===== src/rtl/tqvp_reg_arbiter_if.sv =====
// tqvp_reg_arbiter_if: request/grant signals of both requesters plus the
// peripheral register bus. The arbiter connects through the slave modport;
// the requesters and the peripheral model sit on the master side.
// With REG_ARB_LOCK_EN defined, a_lock/b_lock are added.
//
// Handshake: a requester raises req with we/addr/wdata and holds them
// stable until it sees its gnt pulse. A req still high in the cycle after
// gnt counts as a new request. A read completes with a one-cycle rvalid
// pulse; rdata holds until that requester's next read completes.
interface tqvp_reg_arbiter_if;
  logic       a_req;
  logic       b_req;
  logic       a_we;
  logic       b_we;
  logic [3:0] a_addr;
  logic [3:0] b_addr;
  logic [7:0] a_wdata;
  logic [7:0] b_wdata;
  logic       a_gnt;
  logic       b_gnt;
  logic       a_rvalid;
  logic       b_rvalid;
  logic [7:0] a_rdata;
  logic [7:0] b_rdata;
  logic [3:0] address;
  logic [7:0] data_in;
  logic       data_write;
  logic [7:0] data_out;
  logic       busy;
  logic [1:0] dbg_state;
`ifdef REG_ARB_LOCK_EN
  logic       a_lock;
  logic       b_lock;
`endif

  modport slave (
`ifdef REG_ARB_LOCK_EN
    input  a_lock, b_lock,
`endif
    input  a_req, b_req, a_we, b_we, a_addr, b_addr, a_wdata, b_wdata,
    input  data_out,
    output a_gnt, b_gnt, a_rvalid, b_rvalid, a_rdata, b_rdata,
    output address, data_in, data_write, busy, dbg_state
  );

  modport master (
`ifdef REG_ARB_LOCK_EN
    output a_lock, b_lock,
`endif
    output a_req, b_req, a_we, b_we, a_addr, b_addr, a_wdata, b_wdata,
    output data_out,
    input  a_gnt, b_gnt, a_rvalid, b_rvalid, a_rdata, b_rdata,
    input  address, data_in, data_write, busy, dbg_state
  );
endinterface


===== src/rtl/tqvp_reg_arbiter.sv =====
// tqvp_reg_arbiter: two-requester arbiter (A = SPI host, B = on-chip
// sequencer) in front of a single peripheral register bus.
// IDLE accepts one request, ACCESS drives the bus for one cycle (write
// strobe + gnt), READ captures data_out into the owner's rdata.
// Ties are broken round-robin against the last owner (B after reset).
// Optional macro REG_ARB_LOCK_EN adds bus locking via a_lock/b_lock.
module tqvp_reg_arbiter (
  input  logic                  clk,
  input  logic                  rst,
  tqvp_reg_arbiter_if.slave     bus
);

  typedef enum logic [1:0] {
    S_IDLE   = 2'd0,
    S_ACCESS = 2'd1,
    S_READ   = 2'd2
  } state_t;

  state_t     r_state;
  logic       r_owner_b;   // owner of current/last accepted transaction
  logic       r_we;
  logic [3:0] r_address;
  logic [7:0] r_data_in;
  logic       r_data_write;
  logic       r_a_gnt;
  logic       r_b_gnt;
  logic       r_a_rvalid;
  logic       r_b_rvalid;
  logic [7:0] r_a_rdata;
  logic [7:0] r_b_rdata;
  logic       r_busy;

  logic       w_elig_a;
  logic       w_elig_b;
  logic       w_pick_b;

`ifdef REG_ARB_LOCK_EN
  logic       r_locked;
  logic       w_lock_hold;

  // Lock stays in force only while the last owner keeps its lock high.
  assign w_lock_hold = r_locked & (r_owner_b ? bus.b_lock : bus.a_lock);
  assign w_elig_a    = bus.a_req & ~(w_lock_hold & r_owner_b);
  assign w_elig_b    = bus.b_req & ~(w_lock_hold & ~r_owner_b);
`else
  assign w_elig_a    = bus.a_req;
  assign w_elig_b    = bus.b_req;
`endif

  // B wins when alone, or on a tie when A owned the bus last.
  assign w_pick_b = w_elig_b & (~w_elig_a | ~r_owner_b);

  // Arbitration FSM; every output is a register updated here.
  always_ff @(posedge clk) begin
    if (rst) begin
      r_state      <= S_IDLE;
      r_owner_b    <= 1'b1;
      r_we         <= 1'b0;
      r_address    <= 4'h0;
      r_data_in    <= 8'h00;
      r_data_write <= 1'b0;
      r_a_gnt      <= 1'b0;
      r_b_gnt      <= 1'b0;
      r_a_rvalid   <= 1'b0;
      r_b_rvalid   <= 1'b0;
      r_a_rdata    <= 8'h00;
      r_b_rdata    <= 8'h00;
      r_busy       <= 1'b0;
`ifdef REG_ARB_LOCK_EN
      r_locked     <= 1'b0;
`endif
    end else begin
      r_a_gnt      <= 1'b0;
      r_b_gnt      <= 1'b0;
      r_data_write <= 1'b0;
      r_a_rvalid   <= 1'b0;
      r_b_rvalid   <= 1'b0;
      case (r_state)
        S_IDLE: begin
`ifdef REG_ARB_LOCK_EN
          if (!w_lock_hold) r_locked <= 1'b0;
`endif
          if (w_elig_a || w_elig_b) begin
            r_owner_b    <= w_pick_b;
            r_we         <= w_pick_b ? bus.b_we    : bus.a_we;
            r_address    <= w_pick_b ? bus.b_addr  : bus.a_addr;
            r_data_in    <= w_pick_b ? bus.b_wdata : bus.a_wdata;
            r_data_write <= w_pick_b ? bus.b_we    : bus.a_we;
            r_a_gnt      <= ~w_pick_b;
            r_b_gnt      <= w_pick_b;
            r_busy       <= 1'b1;
            r_state      <= S_ACCESS;
          end
        end
        S_ACCESS: begin
`ifdef REG_ARB_LOCK_EN
          r_locked <= r_owner_b ? bus.b_lock : bus.a_lock;
`endif
          r_busy  <= ~r_we;
          r_state <= r_we ? S_IDLE : S_READ;
        end
        S_READ: begin
          if (r_owner_b) begin
            r_b_rdata  <= bus.data_out;
            r_b_rvalid <= 1'b1;
          end else begin
            r_a_rdata  <= bus.data_out;
            r_a_rvalid <= 1'b1;
          end
          r_busy  <= 1'b0;
          r_state <= S_IDLE;
        end
        default: begin
          r_busy  <= 1'b0;
          r_state <= S_IDLE;
        end
      endcase
    end
  end

  assign bus.a_gnt      = r_a_gnt;
  assign bus.b_gnt      = r_b_gnt;
  assign bus.a_rvalid   = r_a_rvalid;
  assign bus.b_rvalid   = r_b_rvalid;
  assign bus.a_rdata    = r_a_rdata;
  assign bus.b_rdata    = r_b_rdata;
  assign bus.address    = r_address;
  assign bus.data_in    = r_data_in;
  assign bus.data_write = r_data_write;
  assign bus.busy       = r_busy;
  assign bus.dbg_state  = r_state;

endmodule


===== src/flat_wrapper.sv =====
// flat-port wrapper written by rule: the top's interface ports become plain ports
module tqvp_reg_arbiter_flat 
  (clk, rst, bus_a_req, bus_b_req, bus_a_we, bus_b_we, bus_a_addr, bus_b_addr, bus_a_wdata, bus_b_wdata, bus_data_out, bus_a_gnt, bus_b_gnt, bus_a_rvalid, bus_b_rvalid, bus_a_rdata, bus_b_rdata, bus_address, bus_data_in, bus_data_write, bus_busy, bus_dbg_state);
  tqvp_reg_arbiter_if bus_i ();
  input  logic clk;
  input  logic rst;
  input wire logic [$bits(bus_i.a_req)-1:0] bus_a_req;
  input wire logic [$bits(bus_i.b_req)-1:0] bus_b_req;
  input wire logic [$bits(bus_i.a_we)-1:0] bus_a_we;
  input wire logic [$bits(bus_i.b_we)-1:0] bus_b_we;
  input wire logic [$bits(bus_i.a_addr)-1:0] bus_a_addr;
  input wire logic [$bits(bus_i.b_addr)-1:0] bus_b_addr;
  input wire logic [$bits(bus_i.a_wdata)-1:0] bus_a_wdata;
  input wire logic [$bits(bus_i.b_wdata)-1:0] bus_b_wdata;
  input wire logic [$bits(bus_i.data_out)-1:0] bus_data_out;
  output wire logic [$bits(bus_i.a_gnt)-1:0] bus_a_gnt;
  output wire logic [$bits(bus_i.b_gnt)-1:0] bus_b_gnt;
  output wire logic [$bits(bus_i.a_rvalid)-1:0] bus_a_rvalid;
  output wire logic [$bits(bus_i.b_rvalid)-1:0] bus_b_rvalid;
  output wire logic [$bits(bus_i.a_rdata)-1:0] bus_a_rdata;
  output wire logic [$bits(bus_i.b_rdata)-1:0] bus_b_rdata;
  output wire logic [$bits(bus_i.address)-1:0] bus_address;
  output wire logic [$bits(bus_i.data_in)-1:0] bus_data_in;
  output wire logic [$bits(bus_i.data_write)-1:0] bus_data_write;
  output wire logic [$bits(bus_i.busy)-1:0] bus_busy;
  output wire logic [$bits(bus_i.dbg_state)-1:0] bus_dbg_state;
  assign bus_i.a_req = bus_a_req;
  assign bus_i.b_req = bus_b_req;
  assign bus_i.a_we = bus_a_we;
  assign bus_i.b_we = bus_b_we;
  assign bus_i.a_addr = bus_a_addr;
  assign bus_i.b_addr = bus_b_addr;
  assign bus_i.a_wdata = bus_a_wdata;
  assign bus_i.b_wdata = bus_b_wdata;
  assign bus_i.data_out = bus_data_out;
  assign bus_a_gnt = bus_i.a_gnt;
  assign bus_b_gnt = bus_i.b_gnt;
  assign bus_a_rvalid = bus_i.a_rvalid;
  assign bus_b_rvalid = bus_i.b_rvalid;
  assign bus_a_rdata = bus_i.a_rdata;
  assign bus_b_rdata = bus_i.b_rdata;
  assign bus_address = bus_i.address;
  assign bus_data_in = bus_i.data_in;
  assign bus_data_write = bus_i.data_write;
  assign bus_busy = bus_i.busy;
  assign bus_dbg_state = bus_i.dbg_state;
  tqvp_reg_arbiter u_core (.clk(clk), .rst(rst), .bus(bus_i));
endmodule

===== config.mk =====
export PLATFORM = sky130hd
export DESIGN_NAME = tqvp_reg_arbiter_flat
export DESIGN_NICKNAME = d
export VERILOG_FILES = /design/src/rtl/tqvp_reg_arbiter_if.sv /design/src/rtl/tqvp_reg_arbiter.sv /design/src/flat_wrapper.sv
export SDC_FILE = /design/constraint.sdc
export NUM_CORES = 1
export LEC_CHECK = 0
export CAP_MARGIN = 20
export CORE_MARGIN = 2
export CORE_UTILIZATION = 40
export DETAILED_ROUTE_END_ITERATION = 16
export GPL_ROUTABILITY_DRIVEN = 0
export PLACE_DENSITY = 0.78
export REMOVE_ABC_BUFFERS = 1
export SLEW_MARGIN = 20
export SYNTH_ARGS = -nofsm -noshare
export SYNTH_HDL_FRONTEND = slang
export SYNTH_SLANG_ARGS = --single-unit

===== constraint.sdc =====
create_clock -name clk -period 1.75 [get_ports clk]
set_input_delay 0.175 -clock clk [delete_from_list [all_inputs] [get_ports clk]]
set_output_delay 0.175 -clock clk [all_outputs]
set_load 0.02 [all_outputs]

## Word-level counts from Yosys, hierarchy flattened

Index checks and enable logic that the tools add are counted.

- Bits in registers: 38

- Equal/unequal tests: 3
- Muxes and demuxes: 10
- Bitwise logic cells: 9
- Reductions and logical operators: 7

Operators with widths:

| kind | count |
|---|---|
| $mux 8 | 1 |
| $not 1->1 | 7 |
| $reduce_and 2->1 | 3 |
| $mux 1 | 4 |
| $mux 2 | 2 |
| $mux 4 | 1 |
| $pmux 2 s2 | 1 |
| $reduce_or 3->1 | 1 |
| $eq 2x1->1 const B | 1 |
| $eq 2x2->1 const B | 1 |
| $logic_not 2->1 | 1 |
| $ne 2x1->1 const B | 1 |
| $pmux 1 s2 | 1 |
| $reduce_or 2->1 | 1 |
| $and 1x1->1 | 1 |
| $logic_or 1x1->1 | 1 |
| $or 1x1->1 | 1 |

## Depth between registers and ports, before layout

- Word-level depth: 4
- Gate-level depth with buffers: 6

## Worst setup path after synthesis

No wires, ideal clock.

- Path kind: register to register
- From: register u_core.r_owner_b
- To: register u_core.r_data_in[2] (netlist: u_core.bus.data_in[2])
- Library setup time: 0.092 ns
- Data arrival time: 1.201 ns
- Path slack: 0.457 ns
- Cell stages (with the launch flop): 5
- Path buffers: 1
- Cells stage by stage: dfxtp_1 > a21boi_2 > clkbuf_1 > nand2_1 > a311oi_4

- Cells in the longest elaborated chain, start to end: 4

RTL lines:

| what | RTL line | text |
|---|---|---|
| start, declared | tqvp_reg_arbiter.sv:20 | `logic r_owner_b;` |
| start signal, assigned | tqvp_reg_arbiter.sv:84 | `r_owner_b <= w_pick_b;` |
| $not 1->1 | tqvp_reg_arbiter.sv:51 | `assign w_pick_b = w_elig_b & (~w_elig_a \| ~r_owner_b);` |
| $or 1x1->1 | tqvp_reg_arbiter.sv:51 |  |
| $and 1x1->1 | tqvp_reg_arbiter.sv:51 |  |
| $mux 8 | tqvp_reg_arbiter.sv:87 | `r_data_in <= w_pick_b ? bus.b_wdata : bus.a_wdata;` |
| end signal, assigned | tqvp_reg_arbiter.sv:87 |  |
| end, declared | tqvp_reg_arbiter.sv:23 | `logic [7:0] r_data_in;` |

Every way passes these cells.
A chain may end at the register's enable or synchronous reset.

## Final worst setup path

- From: register u_core.r_state[0] (netlist: u_core.bus.dbg_state[0])
- To: output bus_dbg_state[0]

RTL lines:

| what | RTL line | text |
|---|---|---|
| start, declared | tqvp_reg_arbiter.sv:19 | `state_t r_state;` |
| start signal, assigned | tqvp_reg_arbiter.sv:100 | `r_state <= r_we ? S_IDLE : S_READ;` |
| end, declared | flat_wrapper.sv:26 | `output wire logic [$bits(bus_i.dbg_state)-1:0] bus_dbg_state;` |

No word-level cell between the ends.

==> impl_results.md <==
- Flop pwr share: around 47%
- CTS tree: built
- Overall die height: 66.2 um
- Post-synth cell types: 28
- Vias post-DR: 1358
- Power Total: 2.05 mW
- Final setup margin: 0.228 ns
- PortBufs: 73
- Worst slack, placed: ~0.16 ns
- Mean Syn Cell Area: slightly above 10 um2
- # H-tree levels: 2
- Worst VDD drop: ~390 uV
- Most Crowded Layer GR: met2
- Reg-to-Reg Start: u_core.r_owner_b
- Async set or reset register ratio after synthesis: 0%
- Largest net degree at the start of global routing: 22
- R2R setup slack: roughly 0.38 ns
- Most frequent cells after synthesis: dfxtp_1, nand2_1, nor2_1, mux2i_1, a21oi_1
- Final ANT Viol Nets: 0
- Post-CTS Resized: 0
- Logic pwr share: a little under a quarter
- Layout net count: about 260
- # IOs: 74
- Period minus WS final: 1.52 ns
- Layout fillers: between 300 and 400
- Hold endpoint: u_core.bus.dbg_state[1]
- Avg WL per Cell: 13.2 um
- TritonCTS Buffers: 5
- Crit path max fanout: 5
- Met1 Usage GRT: 21.0%
- Area taken by multi-input logic gates: about 700 um2
- Drt pass-1 iters: 4
- Iter 0 DRT Violations: 62
- DRC viols: 0
- Cells on Worst Hold Path: 1
- Register cell area after layout: 761 um2
- FF-to-FF path depth: 3
- Fmax: roughly 660 MHz
- # rows: 22
- Critical-path top delay cell: clkdlybuf4s50_1
- Worst reg2reg path endpoint: u_core.bus.b_rdata[5]
- PD cells: between 800 and 900 nW/um2
- Number of synthesized flops with an enable pin: 0
- Max cap viols: 0
- Antenna fix cells: 0
- Max-Slew Margin vs Limit: between 60% and 70%
- Synthesized area: about 1500 um2
- Met3 Use GR: under 10%
- Critical path cell sequence: clkdlybuf4s50_1
- Met2 Resource Use GR: between 20 and 30%
- Antenna violations before repair: 0
- TritonCTS Sinks: 38
- Initial core utilization: roughly two fifths
- Flops & latches, synth: 38
- Top-area cell type share of the netlist area: between 40% and 50%
- Final Skew: 0.00231 ns
- Vias in the first global route: 1328
- Worst Path Required: ~1.6 ns
- Slew @ Worst Pin: roughly 0.57 ns
- CTS Hold Bufs: 0
- Worst-skew pair later-pin latency: around 0.28 ns
- Setup TNS: 0 ns
- Global route total overflow: 0
- Status: completed
- WHS: about 0.45 ns
- Die area: about 4400 um2
- Final setup violation count: 0
- Clock Pin Slew Worst Setup and Hold Paths: roughly 0.070 ns
- Register area share after synthesis: around half
- Share of cells above drive strength 1: between 10% and 20%
- Die W: between 60 and 70 um
- DP Wirelength: between 2000 and 3000 um
- Crit-path max cell delay: roughly 0.66 ns
- Setup CP Type: flip-flop to output port
- Placed cell count: around 270
- First-pass GRT wire length: 5980 um
- Cell-internal power: approximately 1.5 mW
- Fin. max-slew vios: 0
- Arrival time worst endpoint: approximately 1.4 ns
- Core area: between 3000 and 4000 um2
- Fin cells: 275
- Critical path startpoint category: flip-flop
- Area Growth Syn to Fin: 54.7%
- Main area contributors after synthesis: dfxtp_1, mux2i_1, a311oi_2
- Largest buffer count on any clock path: 2
- Ys Warns: 0
- Post CTS Setup Buffer Count: 0
- CP startpoint: u_core.bus.dbg_state[0]
- DR vias/cell: 4.94
- GRT Util Overall: a little under a fifth
- Dominant synthesized flop cell: dfxtp_1
- Leak: just over 0.9 nW
- CP delay by family, top: buffers and inverters
- Routed wire length: between 3000 and 4000 um
- Hold Crit Class: flip-flop to flip-flop
- RSZ-0062 raised after global routing: false
- Hold_sp: u_core.r_we
- Fin. Hold Viols: 0
- Leading area contributor after synthesis: dfxtp_1
- Mapped Cells: ~150
- Crit end category: output port
- Clk pwr share: approximately 29%
- Worst Path Buf+Inv: 1
- Sw frac: between 20% and 30%
- Most frequent cell after synthesis: dfxtp_1
- Final Cycle Share: roughly 87%
- CTS root buf: clkbuf_8
- Switching power: about 0.56 mW
==> registers in the layout, indices dropped and copies added, names as in the netlist <==
signal and flops:
u_core.bus.b_gnt 1, u_core.r_we 1, u_core.bus.data_write 1, u_core.bus.data_in 8, u_core.r_owner_b 1, u_core.bus.address 4
u_core.bus.a_rvalid 1, u_core.bus.a_rdata 8, u_core.bus.busy 1, u_core.bus.b_rdata 8, u_core.bus.b_rvalid 1, u_core.bus.dbg_state 2
u_core.bus.a_gnt 1
==> layout by cell type (no fill, tap or decap), types with 3 or more instances in the layout <==
master / Yosys / final
clkbuf_8: 0 / 6
clkdlybuf4s50_1: 0 / 73
buf_4: 0 / 6
nand2_1: 25 / 25
nor2_1: 18 / 18
nor3_1: 3 / 3
mux2i_1: 17 / 17
a21oi_1: 13 / 13
a311oi_1: 3 / 3
dfxtp_1: 38 / 38
a311oi_2: 8 / 8
==> power groups by stage <==
stage / Sequential (mW) / Combinational (mW) / Clock, mW
after floorplan: 1.04 / 0.171 / 0
after global routing: 0.969 / 0.527 / 0.681
after detailed placement: 0.979 / 0.494 / 0
after global placement: 0.980 / 0.488 / 0
after CTS: 0.961 / 0.496 / 0.634
final: 0.961 / 0.491 / 0.602
==> how the worst max path moves through the flow <==
stage,end,slack [ns],cells past startpoint
after floorplan,u_core.bus.a_rdata[0],-0.15,3
after global placement,u_core.r_owner_b,0.22,5
after detailed placement,u_core.bus.data_in[6],0.16,5
after CTS,bus_dbg_state[0],0.21,1
after global routing,bus_dbg_state[0],0.16,1
final,bus_dbg_state[0],0.23,1
==> stage by stage <==
step | cell area, um2 | utilization [%]
4_1_cts | 2390 | 64.8
3_3_place_gp | 2300 | 62.3
3_5_place_dp | 2300 | 62.3
5_1_grt | 2390 | 64.8
2_1_floorplan | 1460 | -
6_report | 2390 | 64.8
==> cell type report <==
cell class	count	area share, %
flip-flops and latches	38	31.8
clock inverters	1	0.209
multi-input cells	102	29.4
well taps	48	2.51
clock buffers	7	3.61
repair buffers	79	32.4
==> kinds of logic (layout without fill, tap and decap cells) <==
group / after synthesis / in the layout / synth area share, %
mux: 17 / 17 / 11.0
buf+inv: 13 / 87 / 5.59
compound gates: 32 / 32 / 19.4
simple gates: 53 / 53 / 14.7
flops: 38 / 38 / 49.2
==> worst register-to-register path, cell delays in order, from the launching register on <==
cell and delay [ns]:
dfxtp_1 0.45, nand3b_1 0.45, mux2i_1 0.30, nor2_1 0.05
==> metal layers <==
layer,up-vias,share of wire (%)
li1,675,-
met1,610,44
met2,69,44
met3,4,10
met4,0,1.0
met5,-,0
(Power assumes the default switching activity.)
